**config.mk**
```make
export PLATFORM = sky130hd
export DESIGN_NAME = lwlr_ctrl
export DESIGN_NICKNAME = d
export VERILOG_FILES = /design/src/rtl/lwlr_ctrl.sv
export SDC_FILE = /design/constraint.sdc
export NUM_CORES = 1
export LEC_CHECK = 0
export ABC_CLOCK_PERIOD_IN_PS = 4600
export CORE_MARGIN = 2
export CORE_UTILIZATION = 49
export CTS_CLUSTER_SIZE = 28
export DETAILED_ROUTE_END_ITERATION = 6
export PLACE_DENSITY = 0.78
export SYNTH_ARGS = -nofsm -noshare
export SYNTH_HDL_FRONTEND = slang
export SYNTH_SLANG_ARGS = --single-unit
```
**constraint.sdc**
```tcl
create_clock -name clk -period 4.6 [get_ports clk]
set_input_delay 0.92 -clock clk [delete_from_list [all_inputs] [get_ports clk]]
set_output_delay 0.92 -clock clk [all_outputs]
set_load 0.02 [all_outputs]
```
**src/rtl/lwlr_ctrl.sv**
```systemverilog
// Load controller for LW/LWL/LWR: one outstanding data-SRAM read, byte merge into rt.
// Optional LWLR_ADEL_CHECK_EN: misaligned LW raises wb_adel instead of issuing a read.
module lwlr_ctrl #(
    parameter int unsigned ADDR_W = 32
) (
    input  logic              clk,
    input  logic              rst,
    input  logic              in_valid,
    output logic              in_ready,
    input  logic [1:0]        in_op,
    input  logic [ADDR_W-1:0] in_addr,
    input  logic [31:0]       in_rt_old,
    input  logic [4:0]        in_rt_idx,
    input  logic              flush,
    output logic              mem_req,
    output logic [ADDR_W-1:0] mem_addr,
    input  logic              mem_addr_ok,
    input  logic              mem_data_ok,
    input  logic [31:0]       mem_rdata,
    output logic              wb_valid,
    input  logic              wb_ready,
    output logic [31:0]       wb_data,
    output logic [3:0]        wb_we,
`ifdef LWLR_ADEL_CHECK_EN
    output logic              wb_adel,
`endif
    output logic [4:0]        wb_rt_idx
);

    typedef enum logic [2:0] {StIdle, StReq, StWait, StResp, StDrain} state_t;

    localparam logic [1:0] OpLwl = 2'b01;
    localparam logic [1:0] OpLwr = 2'b10;

    state_t      state;
    logic [1:0]  op_q;
    logic [1:0]  k_q;
    logic [31:0] rt_old_q;
    logic [4:0]  rt_idx_q;

    // Returns {we, data}; reserved op 11 falls through to plain LW.
    function automatic logic [35:0] merge_load(input logic [1:0] op, input logic [1:0] k,
                                               input logic [31:0] rt_old,
                                               input logic [31:0] mem);
        logic [31:0] d;
        logic [3:0]  we;
        int          kk;
        kk = {30'd0, k};
        d  = rt_old;
        we = 4'b0000;
        case (op)
            OpLwl: begin
                for (int j = 0; j < 4; j++) begin
                    if (j >= 3 - kk) begin
                        d[8*j +: 8] = mem[8*(j-(3-kk)) +: 8];
                        we[j]       = 1'b1;
                    end
                end
            end
            OpLwr: begin
                for (int j = 0; j < 4; j++) begin
                    if (j <= 3 - kk) begin
                        d[8*j +: 8] = mem[8*(j+kk) +: 8];
                        we[j]       = 1'b1;
                    end
                end
            end
            default: begin
                d  = mem;
                we = 4'b1111;
            end
        endcase
        return {we, d};
    endfunction

`ifdef LWLR_ADEL_CHECK_EN
    logic adel_hit;
    assign adel_hit = (in_op == 2'b00 || in_op == 2'b11) && (in_addr[1:0] != 2'b00);
`endif

    always_ff @(posedge clk or posedge rst) begin
        if (rst) begin
            state     <= StIdle;
            in_ready  <= 1'b1;
            mem_req   <= 1'b0;
            mem_addr  <= '0;
            wb_valid  <= 1'b0;
            wb_data   <= '0;
            wb_we     <= '0;
            wb_rt_idx <= '0;
`ifdef LWLR_ADEL_CHECK_EN
            wb_adel   <= 1'b0;
`endif
            op_q      <= '0;
            k_q       <= '0;
            rt_old_q  <= '0;
            rt_idx_q  <= '0;
        end else begin
            unique case (state)
                StIdle: begin
                    // flush wins over a simultaneous request
                    if (in_valid && in_ready && !flush) begin
                        op_q     <= in_op;
                        k_q      <= in_addr[1:0];
                        rt_old_q <= in_rt_old;
                        rt_idx_q <= in_rt_idx;
                        in_ready <= 1'b0;
`ifdef LWLR_ADEL_CHECK_EN
                        if (adel_hit) begin
                            state     <= StResp;
                            wb_valid  <= 1'b1;
                            wb_adel   <= 1'b1;
                            wb_rt_idx <= in_rt_idx;
                        end else begin
                            state    <= StReq;
                            mem_req  <= 1'b1;
                            mem_addr <= {in_addr[ADDR_W-1:2], 2'b00};
                        end
`else
                        state    <= StReq;
                        mem_req  <= 1'b1;
                        mem_addr <= {in_addr[ADDR_W-1:2], 2'b00};
`endif
                    end
                end
                StReq: begin
                    if (mem_addr_ok) begin
                        mem_req <= 1'b0;
                        state   <= flush ? StDrain : StWait;
                    end else if (flush) begin
                        mem_req  <= 1'b0;
                        state    <= StIdle;
                        in_ready <= 1'b1;
                    end
                end
                StWait: begin
                    if (mem_data_ok) begin
                        // a flush arriving with the data simply discards it
                        if (flush) begin
                            state    <= StIdle;
                            in_ready <= 1'b1;
                        end else begin
                            state                <= StResp;
                            wb_valid             <= 1'b1;
                            {wb_we, wb_data}     <= merge_load(op_q, k_q, rt_old_q, mem_rdata);
                            wb_rt_idx            <= rt_idx_q;
                        end
                    end else if (flush) begin
                        state <= StDrain;
                    end
                end
                StResp: begin
                    if (flush || wb_ready) begin
                        state     <= StIdle;
                        in_ready  <= 1'b1;
                        wb_valid  <= 1'b0;
                        wb_data   <= '0;
                        wb_we     <= '0;
                        wb_rt_idx <= '0;
`ifdef LWLR_ADEL_CHECK_EN
                        wb_adel   <= 1'b0;
`endif
                    end
                end
                StDrain: begin
                    if (mem_data_ok) begin
                        state    <= StIdle;
                        in_ready <= 1'b1;
                    end
                end
                default: begin
                    state    <= StIdle;
                    in_ready <= 1'b1;
                    mem_req  <= 1'b0;
                    wb_valid <= 1'b0;
                end
            endcase
        end
    end

endmodule

```
# ---- Word level (Yosys, flattened, before mapping)
# Index checks and enable logic that the tools add are counted.
dict set report op_classes {
  addsub 8
  order_cmp 8
  n_eq_ne 14
  n_shift 8
  n_mux 55
  n_bitwise 2
  reduce_logical 14
}
# op count
set op_table {}
lappend op_table {{case mux 32 bit (2 select lines)} 2}
lappend op_table {{variable part select 32 x 32 -> 8 bit} 4}
lappend op_table {{2-to-1 mux 32 bit} 3}
lappend op_table {{variable part select 32 x 7 -> 8 bit} 3}
lappend op_table {{2-to-1 mux 8 bit} 8}
lappend op_table {{variable part select 32 x 6 -> 8 bit} 1}
lappend op_table {{2-to-1 mux 3 bit} 8}
lappend op_table {{2-to-1 mux 1 bit} 20}
lappend op_table {{case mux 4 bit (2 select lines)} 2}
lappend op_table {{2-to-1 mux 5 bit} 3}
lappend op_table {{case mux 3 bit (5 select lines)} 1}
lappend op_table {{2-to-1 mux 4 bit} 3}
lappend op_table {{inequality test 2 bit, second input constant} 6}
lappend op_table {{case mux 5 bit (2 select lines)} 1}
lappend op_table {{AND reduction 5 bit} 2}
lappend op_table {{AND reduction 4 bit} 2}
lappend op_table {{subtractor 3 x 3 -> 4 bit, first input constant} 2}
lappend op_table {{adder 2 x 2 -> 3 bit, first input constant} 2}
lappend op_table {{equality test 3 x 2 -> 1 bit, second input constant} 2}
lappend op_table {{greater-or-equal comparator 3 bit, first input constant} 2}
lappend op_table {{less-or-equal comparator 3 bit, first input constant} 2}
lappend op_table {{inequality test 3 bit, second input constant} 2}
lappend op_table {{case mux 1 bit (3 select lines)} 2}
lappend op_table {{OR reduction 3 bit} 2}
lappend op_table {{22 further kinds} 24}
dict set report word_totals {
  reg_bits 118
  output_inout_bits 76
  elab_cells 121
}

# ---- Logic depth before layout (Yosys ltp)
# Gate-level depths: netlist of the first run.
dict set report logic_depth {
  depth_word 8
  ltp_mapped 11
  mapped_depth_nobuf 6
}

# ---- Worst setup path after synthesis of the first run
# Ideal clock, no wire load.
dict set report synth_path {
  path_kind {reg-to-reg}
  start {register k_q[1]}
  end {register wb_data[17]}
  setup_ns 0.133
  arrival_ns 3.109
  required_time_ns 4.467
  path_slack_ns 1.357
  path_stages_with_launch 12
  period_less_slack_ns 3.243
  cell_sequence {dfrtp_1 clkbuf_1 buf_1 clkbuf_1 inv_1 ha_1 buf_2 buf_2 mux4_2 mux2_2 a32oi_1 o21ai_0}
}
dict set report synth_between {
  elab_chain_cells 8
  word_cells_on_any_way 13
  classes_between {add/sub: 3; order compare: 2; shift: 2; mux: 6}
}
# element line
set synth_rtl {}
lappend synth_rtl {{start: declaration} 37} ;# logic [1:0] k_q;
lappend synth_rtl {{start signal: assignment} 104} ;# k_q <= in_addr[1:0];
lappend synth_rtl {{subtractor 2 x 2 -> 3 bit} {54, 55, 62}}
lappend synth_rtl {{subtractor 3 x 3 -> 4 bit} 55} ;# d[8*j +: 8] = mem[8*(j-(3-kk)) +: 8];
lappend synth_rtl {{variable part select 32 x 32 -> 8 bit} 55}
lappend synth_rtl {{2-to-1 mux 8 bit} 54} ;# if (j >= 3 - kk) begin
lappend synth_rtl {{case mux 32 bit (2 select lines) (*)} 51} ;# case (op)
lappend synth_rtl {{2-to-1 mux 32 bit (*)} 139} ;# if (flush) begin
lappend synth_rtl {{2-to-1 mux 32 bit (*)} 137} ;# if (mem_data_ok) begin
lappend synth_rtl {{case mux 32 bit (2 select lines) (*)} 99} ;# unique case (state)
lappend synth_rtl {{end signal: assignment} 145} ;# {wb_we, wb_data} <= merge_load(op_q, k_q, rt_old_q, mem_rdata);
lappend synth_rtl {{end: declaration} 22} ;# output logic [31:0] wb_data,
# Every way passes the cells marked *; elsewhere a longest branch is shown, timed or not. The select of a mux whose other input is x is not followed.
# A chain may end at the register's enable or synchronous reset.

# ---- Worst setup path after layout of the first run
dict set report layout_path {
  start {input flush}
  end {register mem_addr[6]}
}
dict set report layout_between {
  elab_chain_cells 3
}
# element line
set layout_rtl {}
lappend layout_rtl {{start: declaration} 14} ;# input logic flush,
lappend layout_rtl {{zero test 1 bit} 102} ;# if (in_valid && in_ready && !flush) begin
lappend layout_rtl {{logical AND 1 bit} 102}
lappend layout_rtl {{AND reduction 2 bit (no source line)} --}
lappend layout_rtl {{end signal: assignment} 122} ;# mem_addr <= {in_addr[ADDR_W-1:2], 2'b00};
lappend layout_rtl {{end: declaration} 16} ;# output logic [ADDR_W-1:0] mem_addr,
# Every way passes these cells.

==> results of run 1 <==
[cell usage in the layout, fill, tap and decap left out, types with 4 or more instances in the layout]
master	instances
a21oi_1	5
a221oi_1	16
a22o_1	5
a22oi_1	15
a32oi_1	16
buf_4	8
clkbuf_16	17
clkdlybuf4s50_1	183
clkinv_2	4
clkinv_4	4
clkinvlp_4	4
dfrtp_1	116
ha_1	8
inv_1	14
mux2_2	18
mux2_4	69
mux2i_1	41
mux4_2	16
nand2_1	49
nand2b_1	9
nor2_1	8
nor2b_1	6
nor3_1	4
o21ai_0	55
o2bb2ai_1	15
o32ai_1	8
[layout make-up]
cell class | count | area, um^2
fill | 980 | 4540
multi-input combinational | 389 | 3570
sequential | 118 | 2960
timing repair buffer | 192 | 1910
clock buffer | 17 | 425
tap | 180 | 225
clock inverter | 15 | 133
inverter | 16 | 62.6
[cell families after synthesis]
| group | Yosys count | synth area share [%] |
|---|---|---|
| AO/OA/AOI/OAI | 147 | 14.9 |
| adder cells (fa/ha/maj) | 8 | 1.45 |
| buffers and inverters | 67 | 5.81 |
| flip-flops | 118 | 42.8 |
| multiplexers | 144 | 29.1 |
| other | 1 | 0.0543 |
| AND/OR/NAND/NOR | 88 | 5.98 |
[critical path, cell delays in order]
cell	delay [ns]
clkdlybuf4s50_1	0.51
or2_1	0.36
or4_4	0.83
buf_4	0.38
mux2_4	0.35
[worst max path at each step]
stage / startpoint / endpoint / slack (ns) / cells past startpoint
floorplan: rst / k_q[0]$_DFFE_PP0P_ / 0.55 / 1
global placement: flush / mem_addr[27]$_DFFE_PP0P_ / 1.16 / 5
detailed placement: flush / mem_addr[18]$_DFFE_PP0P_ / 1.10 / 5
CTS: flush / mem_addr[6]$_DFFE_PP0P_ / 1.53 / 5
global route: flush / mem_addr[6]$_DFFE_PP0P_ / 1.43 / 5
finish: flush / mem_addr[6]$_DFFE_PP0P_ / 1.53 / 5
[state kept, by name, summed over array words and instances, names as in the netlist, 2 cells and up]
| name | count |
|---|---|
| wb_we | 4 |
| state | 3 |
| op_q | 2 |
| k_q | 2 |
| wb_data | 32 |
| wb_rt_idx | 5 |
| mem_addr | 30 |
| rt_idx_q | 5 |
| rt_old_q | 32 |
[layer usage]
metal	vias to the layer above	GRT usage, %
met5	-	0
met4	0	10.7
met3	43	6.46
met2	306	41.1
met1	2773	36.9
li1	2475	-
[report_power, final]
group	internal [uW]	total (uW)	switching (uW)	leakage (uW)
Combinational	1790	3570	1780	0.00233
Sequential	1510	1820	313	0.00147
Clock	742	1260	517	0.000265
[stage by stage]
step / setup WS, ns / instances / hold WS [ns]
6_report: 1.53 / 927 / 0.484
5_1_grt: 1.43 / 927 / 0.517
4_1_cts: 1.53 / 927 / 0.484
3_5_place_dp: 1.10 / 895 / 0.471
3_3_place_gp: 1.16 / 895 / 0.467
2_1_floorplan: 0.553 / 574 / 0.473
==> metrics, run 1 <==
status=complete, no violations; CTS resizes=0; Placed Area=a little under 0.009 mm^2; Post-Route WL=20100 um; CORE AREA=0.0138 mm^2; Max Fclk=0.325 GHz; worst slew pin tran=about 1.2 ns; DR vias/cell=6.04; sequential fraction of the synthesis area=between 40 and 50%; critical hold path startpoint=wb_data[30]$_DFFE_PP0P_; P_leak=just over 0.004 uW; Port Buffers=between 150 and 200; Area Overhead vs Synth=34.4%; clock latency at the later pin of the worst-skew pair=about 0.43 ns; syn avg cell area=12.1 um^2; initial antenna violation count=0; first-pass GRT wire length=30500 um; clk root buf=clkbuf_16; WP data required=roughly 4.9 ns; starting DRC count in detailed routing=between 600 and 700; WHS Path Cells=2; # diodes=0; clock-pin slew on the worst setup and hold paths=0.05 ns; worst reg2reg setup slack=1.68 ns; Metal-1 WL=roughly 8300 um; largest net degree at the start of global routing=63; TritonRoute pass-1 iters=5; cts-stage hold buffer count=0; Post-DRT Antenna Nets=0; Synth Warn #=0; WP data arrival=3.38 ns; top sig layer=met4; end of the worst register-to-register path=wb_data[14]$_DFFE_PP0P_; HP Class=reg2reg; r2r worst-path depth=6; # IOs=186; maximum vdd drop=about 380 uV; Core Rows=43; Tmin final=between 3 and 4 ns; post-route cell area=0.00929 mm^2; Synth top area share=a little over two fifths; Final setup viols=0; Sink Count=118; R2R Path Start=op_q[0]$_DFFE_PP0P_; die height=123 um; share of layout cells above drive strength 1=between 20% and 30%; EDFF count, synth=0; detailed placement HPWL=13700 um; crit path kind=in2reg; routed length per placed instance=21.7 um; Slew headroom=16.4%; Setup crit start kind=input pin; Final Max Slew Viols=0; Clock Tree Buf Depth=2; CTS tree=yes; DRC viols=0; asr flop ratio synth=100%; Hold Fails Final Rpt=0; Final Core Density=67.2%; crit share post-route=66.8%; Crit. End Element=register; metal3 WL=~1800 um; Yosys reg bits=118; Nets=852; dominant cell type by area after synthesis=dfrtp_1; Distinct cells, synth=46; number of global-route vias before repair=between 5000 and 6000; global route total overflow=0; crit-path max FO=35; RSZ-0062 raised after global routing=no; Starting Density=50.0%; H-tree levels=4; mapped cell area=0.00691 mm^2; met2 wire len=9530 um; Max Cap Viol=0; cells after synthesis=approximately 570; count leader, synth=dfrtp_1; top cell types by occurrence after synthesis=117 x dfrtp_1, 69 x mux2_4, 55 x o21ai_0; clock skew=0.00751 ns; CTS buffer count=17; pwr/cell area=716 mW/mm^2; die area=0.0151 mm^2; top post-synthesis cells by area=dfrtp_1 42%, mux2_4 15%, mux2i_1 5.9%, mux4_2 5.2%, o21ai_0 4.0%; post-CTS setup buffers=0; top_reg_cell synth=dfrtp_1; Endpoint, Worst Hold=wb_data[30]$_DFFE_PP0P_; total power draw=6650 uW; TNS Setup=0 ns; Die Width=approximately 120 um; total track usage=a little over a quarter; Placer Congestion=~0.91; total number of vias=around 5600
Note: power is estimated with default switching activity, not from simulation.
==> run 2, diff against run 1 <==
==> config.mk (replaced) <==
export PLATFORM = sky130hd
export DESIGN_NAME = lwlr_ctrl
export DESIGN_NICKNAME = d
export VERILOG_FILES = /design/src/rtl/lwlr_ctrl.sv
export SDC_FILE = /design/constraint.sdc
export NUM_CORES = 1
export LEC_CHECK = 0
export ABC_CLOCK_PERIOD_IN_PS = 2500
export CORE_MARGIN = 2
export CORE_UTILIZATION = 45
export CTS_CLUSTER_SIZE = 28
export DETAILED_ROUTE_END_ITERATION = 6
export PLACE_DENSITY = 0.75
export SYNTH_ARGS = -nofsm -noshare
export SYNTH_HDL_FRONTEND = slang
export SYNTH_SLANG_ARGS = --single-unit
==> constraint.sdc (replaced) <==
create_clock -name clk -period 2.5 [get_ports clk]
set_input_delay 0.5 -clock clk [delete_from_list [all_inputs] [get_ports clk]]
set_output_delay 0.5 -clock clk [all_outputs]
set_load 0.02 [all_outputs]
==> run 2 against run 1 <==
  * Via count rose by 1.5%
  * Setup slack got worse by 1.3 ns
  * Wire length rose by 1.6%
  * Sequential share of layout area fell by 1.2 points
  * Critical endpoint is now wb_data[23]$_DFFE_PP0P_
  * Largest cell class unchanged
==> metrics, run 2 (synthesized netlist as in run 1, its figures left out) <==
status=complete, no violations (unchanged); total power draw=12700 uW (was 6650 uW); cts-stage hold buffer count=0 (unchanged); largest net degree at the start of global routing=54 (was 63); first-pass GRT wire length=32600 um (was 30500 um); Sink Count=118 (unchanged); Setup crit start kind=register (was input pin); H-tree levels=4 (unchanged); Clock Tree Buf Depth=2 (unchanged); maximum vdd drop=840 uV (was 378 uV); Slew headroom=37.0% (was 16.4%); pwr/cell area=1320 mW/mm^2 (was 716 mW/mm^2); DRC viols=0 (unchanged); detailed placement HPWL=14600 um (was 13700 um); CTS buffer count=17 (unchanged); Final setup viols=0 (unchanged); share of layout cells above drive strength 1=23.0% (was 20.3%); crit-path max FO=16 (was 35); CTS resizes=0 (unchanged); Hold Fails Final Rpt=0 (unchanged); Max Fclk=0.440 GHz; crit path kind=reg2reg (was in2reg); Starting Density=45.8% (was 50.0%); Die Width=128 um (was 123 um); Final Core Density=63.9% (was 67.2%); CTS tree=yes (unchanged); post-CTS setup buffers=0 (unchanged); starting DRC count in detailed routing=486 (was 611); WP data arrival=2.56 ns (was 3.38 ns); crit share post-route=about nine tenths; Post-DRT Antenna Nets=0 (unchanged); TritonRoute pass-1 iters=6 (was 5); worst slew pin tran=0.939 ns (was 1.24 ns); RSZ-0062 raised after global routing=no (unchanged); die area=0.0164 mm^2 (was 0.0151 mm^2); Max Cap Viol=0 (unchanged); commonest non-fill, non-tap cell in the layout=clkdlybuf4s50_1 (unchanged); Area Overhead vs Synth=39.6% (was 34.4%); Nets=873 (was 852); WHS Path Cells=2 (unchanged); clock latency at the later pin of the worst-skew pair=0.42 ns (was 0.43 ns); biggest regs=rt_old_q (32), wb_data (32), mem_addr (30) (unchanged); commonest non-fill, non-tap cells in the layout=183 x clkdlybuf4s50_1, 116 x dfrtp_1, 69 x mux2_4 (unchanged); P_leak=0.00425 uW (was 0.00407 uW); # diodes=0 (unchanged); CORE AREA=0.0151 mm^2 (was 0.0138 mm^2); total number of vias=5682 (was 5597); TNS Setup=0 ns (unchanged); total track usage=25.9% (was 26.9%); number of global-route vias before repair=5843 (was 5522); Fill cells=1175 (was 980); Port Buffers=183 (unchanged); WP data required=2.79 ns (was 4.90 ns); Tmin final=~2.3 ns; clock skew=0.00718 ns (was 0.00751 ns); Placer Congestion=0.928 (was 0.909); initial antenna violation count=0 (unchanged); clock-pin slew on the worst setup and hold paths=0.06 ns (was 0.05 ns); Crit. End Element=register (unchanged); global route total overflow=0 (unchanged); Post-Route WL=20500 um (was 20100 um); Core Rows=45 (was 43); HP Class=reg2reg (unchanged); DR vias/cell=5.94 (was 6.04); r2r worst-path depth=6 (unchanged); routed length per placed instance=21.4 um (was 21.7 um); clk root buf=clkbuf_16 (unchanged); # IOs=186 (unchanged); Final Max Slew Viols=0 (unchanged); die height=128 um (was 123 um)
run 2: cell types whose count changed in the layout (fill, tap and decap cells not counted), sizes merged:
cell,delta
buf,+21
bufinv,+2
clkinv,-4
clkinvlp,-3
inv,+5
run 2: stage by stage:
step / instances / area (um^2) / worst slack [ns] / hold slack (ns)
4_1_cts: 956 / 9640 / 0.117 / 0.488
5_1_grt: 956 / 9640 / 0.106 / 0.509
3_5_place_dp: 924 / 9020 / 0.116 / 0.474
2_1_floorplan: 574 / 6990 / -0.0163 / 0.473
3_3_place_gp: 924 / 9020 / 0.133 / 0.467
6_report: 956 / 9640 / 0.226 / 0.478
run 2: cell type report:
class	instances	area (um^2)	share of cell area (%)
flip-flops and latches	118	2960	30.6
well taps	188	235	2.44
repair buffers	213	2170	22.5
clock inverters	15	191	1.99
multi-input cells	389	3590	37.3
inverters	16	71.3	0.740
clock buffers	17	425	4.41
run 2: worst max-delay path, stage by stage (launching register included):
cell and delay (ns):
dfrtp_2 0.44, inv_8 0.08, ha_4 0.45, mux4_2 0.60, mux2_2 0.29, a32oi_1 0.17, o21ai_0 0.11
run 2: report_power, final:
part | switching, uW | leakage, uW | internal [uW] | total (uW)
clock network | 975 | 0.000304 | 1590 | 2570
logic | 3270 | 0.00247 | 3490 | 6760
registers | 615 | 0.00147 | 2770 | 3390
run 2: path summary, 6_finish.rpt:
check | from | endpoint | slack (ns)
min in group asynchronous | rst | rt_idx_q[1]$_DFFE_PP0P_ | 0.55
max reg2reg | k_q[0]$_DFFE_PP0P_ | wb_data[23]$_DFFE_PP0P_ | 0.23
min | wb_data[30]$_DFFE_PP0P_ | wb_data[30]$_DFFE_PP0P_ | 0.48
max in group asynchronous | rst | in_ready$_DFFE_PP1P_ | 1.30
min reg2reg | wb_data[30]$_DFFE_PP0P_ | wb_data[30]$_DFFE_PP0P_ | 0.48
max | k_q[0]$_DFFE_PP0P_ | wb_data[23]$_DFFE_PP0P_ | 0.23
run 2: layer usage:
metal | part of all wire, % | GRT usage, %
met5 | 0 | 0
met4 | 2.6 | 9.50
met3 | 8.0 | 6.64
met2 | 46 | 39.4
met1 | 43 | 36.0
==> run 3, diff against run 2 <==
==> config.mk (replaced) <==
export PLATFORM = sky130hd
export DESIGN_NAME = lwlr_ctrl
export DESIGN_NICKNAME = d
export VERILOG_FILES = /design/src/rtl/lwlr_ctrl.sv
export SDC_FILE = /design/constraint.sdc
export NUM_CORES = 1
export LEC_CHECK = 0
export CORE_MARGIN = 2
export CORE_UTILIZATION = 46
export CTS_BUF_LIST = sky130_fd_sc_hd__clkbuf_4 sky130_fd_sc_hd__clkbuf_8
export CTS_CLUSTER_SIZE = 28
export DETAILED_ROUTE_END_ITERATION = 6
export PLACE_DENSITY = 0.77
export SYNTH_ARGS = -nofsm -noshare
export SYNTH_HDL_FRONTEND = slang
export SYNTH_SLANG_ARGS = --single-unit
==> run 3 against run 2 <==
  * Utilization grew 0.42 points
  * Via count decreased by 0.40%
  * Hold slack better by 0.0062 ns
  * Critical path type unchanged
  * Global-route usage grew 0.40 points
  * Register-to-register slack got worse by 0.03 ns
==> metrics, run 3 (synthesized netlist as in run 1, its figures left out) <==
status=complete, no violations (unchanged); total number of vias=5659 (was 5682); commonest non-fill, non-tap cells in the layout=183 x clkdlybuf4s50_1, 116 x dfrtp_1, 69 x mux2_4 (unchanged); Setup crit start kind=register (unchanged); slowest stage delay, CP=0.59 ns (was 0.60 ns); Port Buffers=183 (unchanged); Starting Density=47.4% (was 45.8%); total power draw=12100 uW (was 12700 uW); cts-stage hold buffer count=0 (unchanged); die area=0.0160 mm^2 (was 0.0164 mm^2); DRC viols=0 (unchanged); largest net degree at the start of global routing=119 (was 54); slowest library cell on the worst path=mux4_2 (unchanged); Placed Cells=917 (was 924); Post-DRT Antenna Nets=0 (unchanged); P_leak=0.00411 uW (was 0.00425 uW); Final setup viols=0 (unchanged); CTS tree=yes (unchanged); WP data arrival=2.62 ns (was 2.56 ns); Clock Tree Buf Depth=2 (unchanged); DR vias/cell=5.96 (was 5.94); Worst setup endpoint=wb_data[18]$_DFFE_PP0P_ (was wb_data[23]$_DFFE_PP0P_); routed length per placed instance=21.7 um (was 21.4 um); Hold Fails Final Rpt=0 (unchanged); worst slew pin tran=0.784 ns (was 0.939 ns); number of global-route vias before repair=5666 (was 5843); Final Max Slew Viols=0 (unchanged); CORE AREA=0.0146 mm^2 (was 0.0151 mm^2); final cell count without fillers=949 (was 956); crit path kind=reg2reg (unchanged); Area Overhead vs Synth=35.8% (was 39.6%); clock-pin slew on the worst setup and hold paths=0.08 ns (was 0.06 ns); TritonRoute pass-1 iters=7 (was 6); r2r worst-path depth=6 (unchanged); crit-path max FO=16 (unchanged); Nets=870 (was 873); RSZ-0062 raised after global routing=no (unchanged); commonest non-fill, non-tap cell in the layout=clkdlybuf4s50_1 (unchanged); Max Fclk=0.435 GHz (was 0.440 GHz); Fill cells=1079 (was 1175); initial antenna violation count=0 (unchanged); maximum vdd drop=718 uV (was 840 uV); Sink Count=118 (unchanged); total track usage=26.3% (was 25.9%); Max Cap Viol=0 (unchanged); Tmin final=2.30 ns (was 2.27 ns); clk root buf=clkbuf_8 (was clkbuf_16); TNS Setup=0 ns (unchanged); Core Rows=44 (was 45); biggest regs=rt_old_q (32), wb_data (32), mem_addr (30) (unchanged); met3 usage=6.92% (was 6.64%); # IOs=186 (unchanged); R2R Path Start=k_q[0]$_DFFE_PP0P_ (unchanged); global route total overflow=0 (unchanged); CTS resizes=0 (unchanged); first-pass GRT wire length=32600 um (about the same); # diodes=0 (unchanged); H-tree levels=4 (unchanged); pwr/cell area=1290 mW/mm^2 (was 1320 mW/mm^2); end of the worst register-to-register path=wb_data[18]$_DFFE_PP0P_ (was wb_data[23]$_DFFE_PP0P_); Crit. End Element=register (unchanged); HP Class=reg2reg (unchanged); crit share post-route=92.0% (was 91.0%); WP data required=2.83 ns (was 2.79 ns); worst reg2reg setup slack=0.20 ns (was 0.23 ns); met1 GRT Util=35.4% (was 36.0%); CTS buffer count=17 (unchanged); busiest grt layer=met2 (unchanged); post-CTS setup buffers=0 (unchanged); Slew headroom=47.6% (was 37.0%); post-route cell area=0.00938 mm^2 (was 0.00964 mm^2); clock latency at the later pin of the worst-skew pair=0.46 ns (was 0.42 ns); clock skew=0.0169 ns (was 0.00718 ns); share of layout cells above drive strength 1=22.5% (was 23.0%); Die Width=127 um (was 128 um); worst setup path start=k_q[0]$_DFFE_PP0P_ (unchanged); Placed Area=0.00897 mm^2 (was 0.00902 mm^2); met2 global-route usage=41.5% (was 39.4%); worst-path cell chain=inv_8, ha_4, mux4_2, mux2_2, a32oi_1, o21ai_0 (unchanged); die height=127 um (was 128 um); detailed placement HPWL=14500 um (was 14600 um); Placer Congestion=0.925 (was 0.928); Post-Route WL=20600 um (was 20500 um); starting DRC count in detailed routing=486 (unchanged)
-- run 3: per-stage QoR --
stage | util (%) | setup WS (ns) | hold WS, ns
floorplan | - | -0.0163 | 0.473
global placement | 61.5 | 0.132 | 0.469
detailed placement | 61.5 | 0.0910 | 0.474
CTS | 64.3 | 0.202 | 0.491
global route | 64.3 | 0.117 | 0.505
finish | 64.3 | 0.200 | 0.484
-- run 3: cell type report --
type,instances,area [um^2],area share (%)
multi-input cells,389,3590,38.2
inverters,16,71.3,0.760
flip-flops and latches,118,2960,31.5
clock buffers,21,264,2.81
clock inverters,11,154,1.64
well taps,184,230,2.45
repair buffers,210,2120,22.6
-- run 3: layer usage --
layer | vias up | wire length, um
met4 | 0 | 524
met1 | 2830 | 8440
met5 | - | 0
li1 | 2512 | -
met2 | 277 | 9890
met3 | 40 | 1740
-- run 3: how the worst min path moves through the flow --
stage / startpoint / endpoint / slack, ns / depth (start not counted)
detailed placement: wb_we[2]$_DFFE_PP0P_ / wb_we[2]$_DFFE_PP0P_ / 0.47 / 2
CTS: wb_we[2]$_DFFE_PP0P_ / wb_we[2]$_DFFE_PP0P_ / 0.49 / 2
global placement: wb_we[2]$_DFFE_PP0P_ / wb_we[2]$_DFFE_PP0P_ / 0.47 / 2
floorplan: rt_idx_q[1]$_DFFE_PP0P_ / wb_rt_idx[1]$_DFFE_PP0P_ / 0.47 / 1
global route: wb_data[30]$_DFFE_PP0P_ / wb_data[30]$_DFFE_PP0P_ / 0.50 / 2
finish: wb_we[2]$_DFFE_PP0P_ / wb_we[2]$_DFFE_PP0P_ / 0.48 / 2
-- run 3: worst max-delay path, delay by kind of cell, from the launching register on --
family	cells	cell delay [ns]
adders and majority gates	1	0.45
muxes	2	0.89
buffers and inverters	1	0.09
AOI/OAI and AO/OA	2	0.27
DFF	1	0.45
-- run 3: power by group --
group	internal [uW]	switching, uW
combinational	3510	3310
sequential	2770	612
clock	1030	831
total	7320	4750
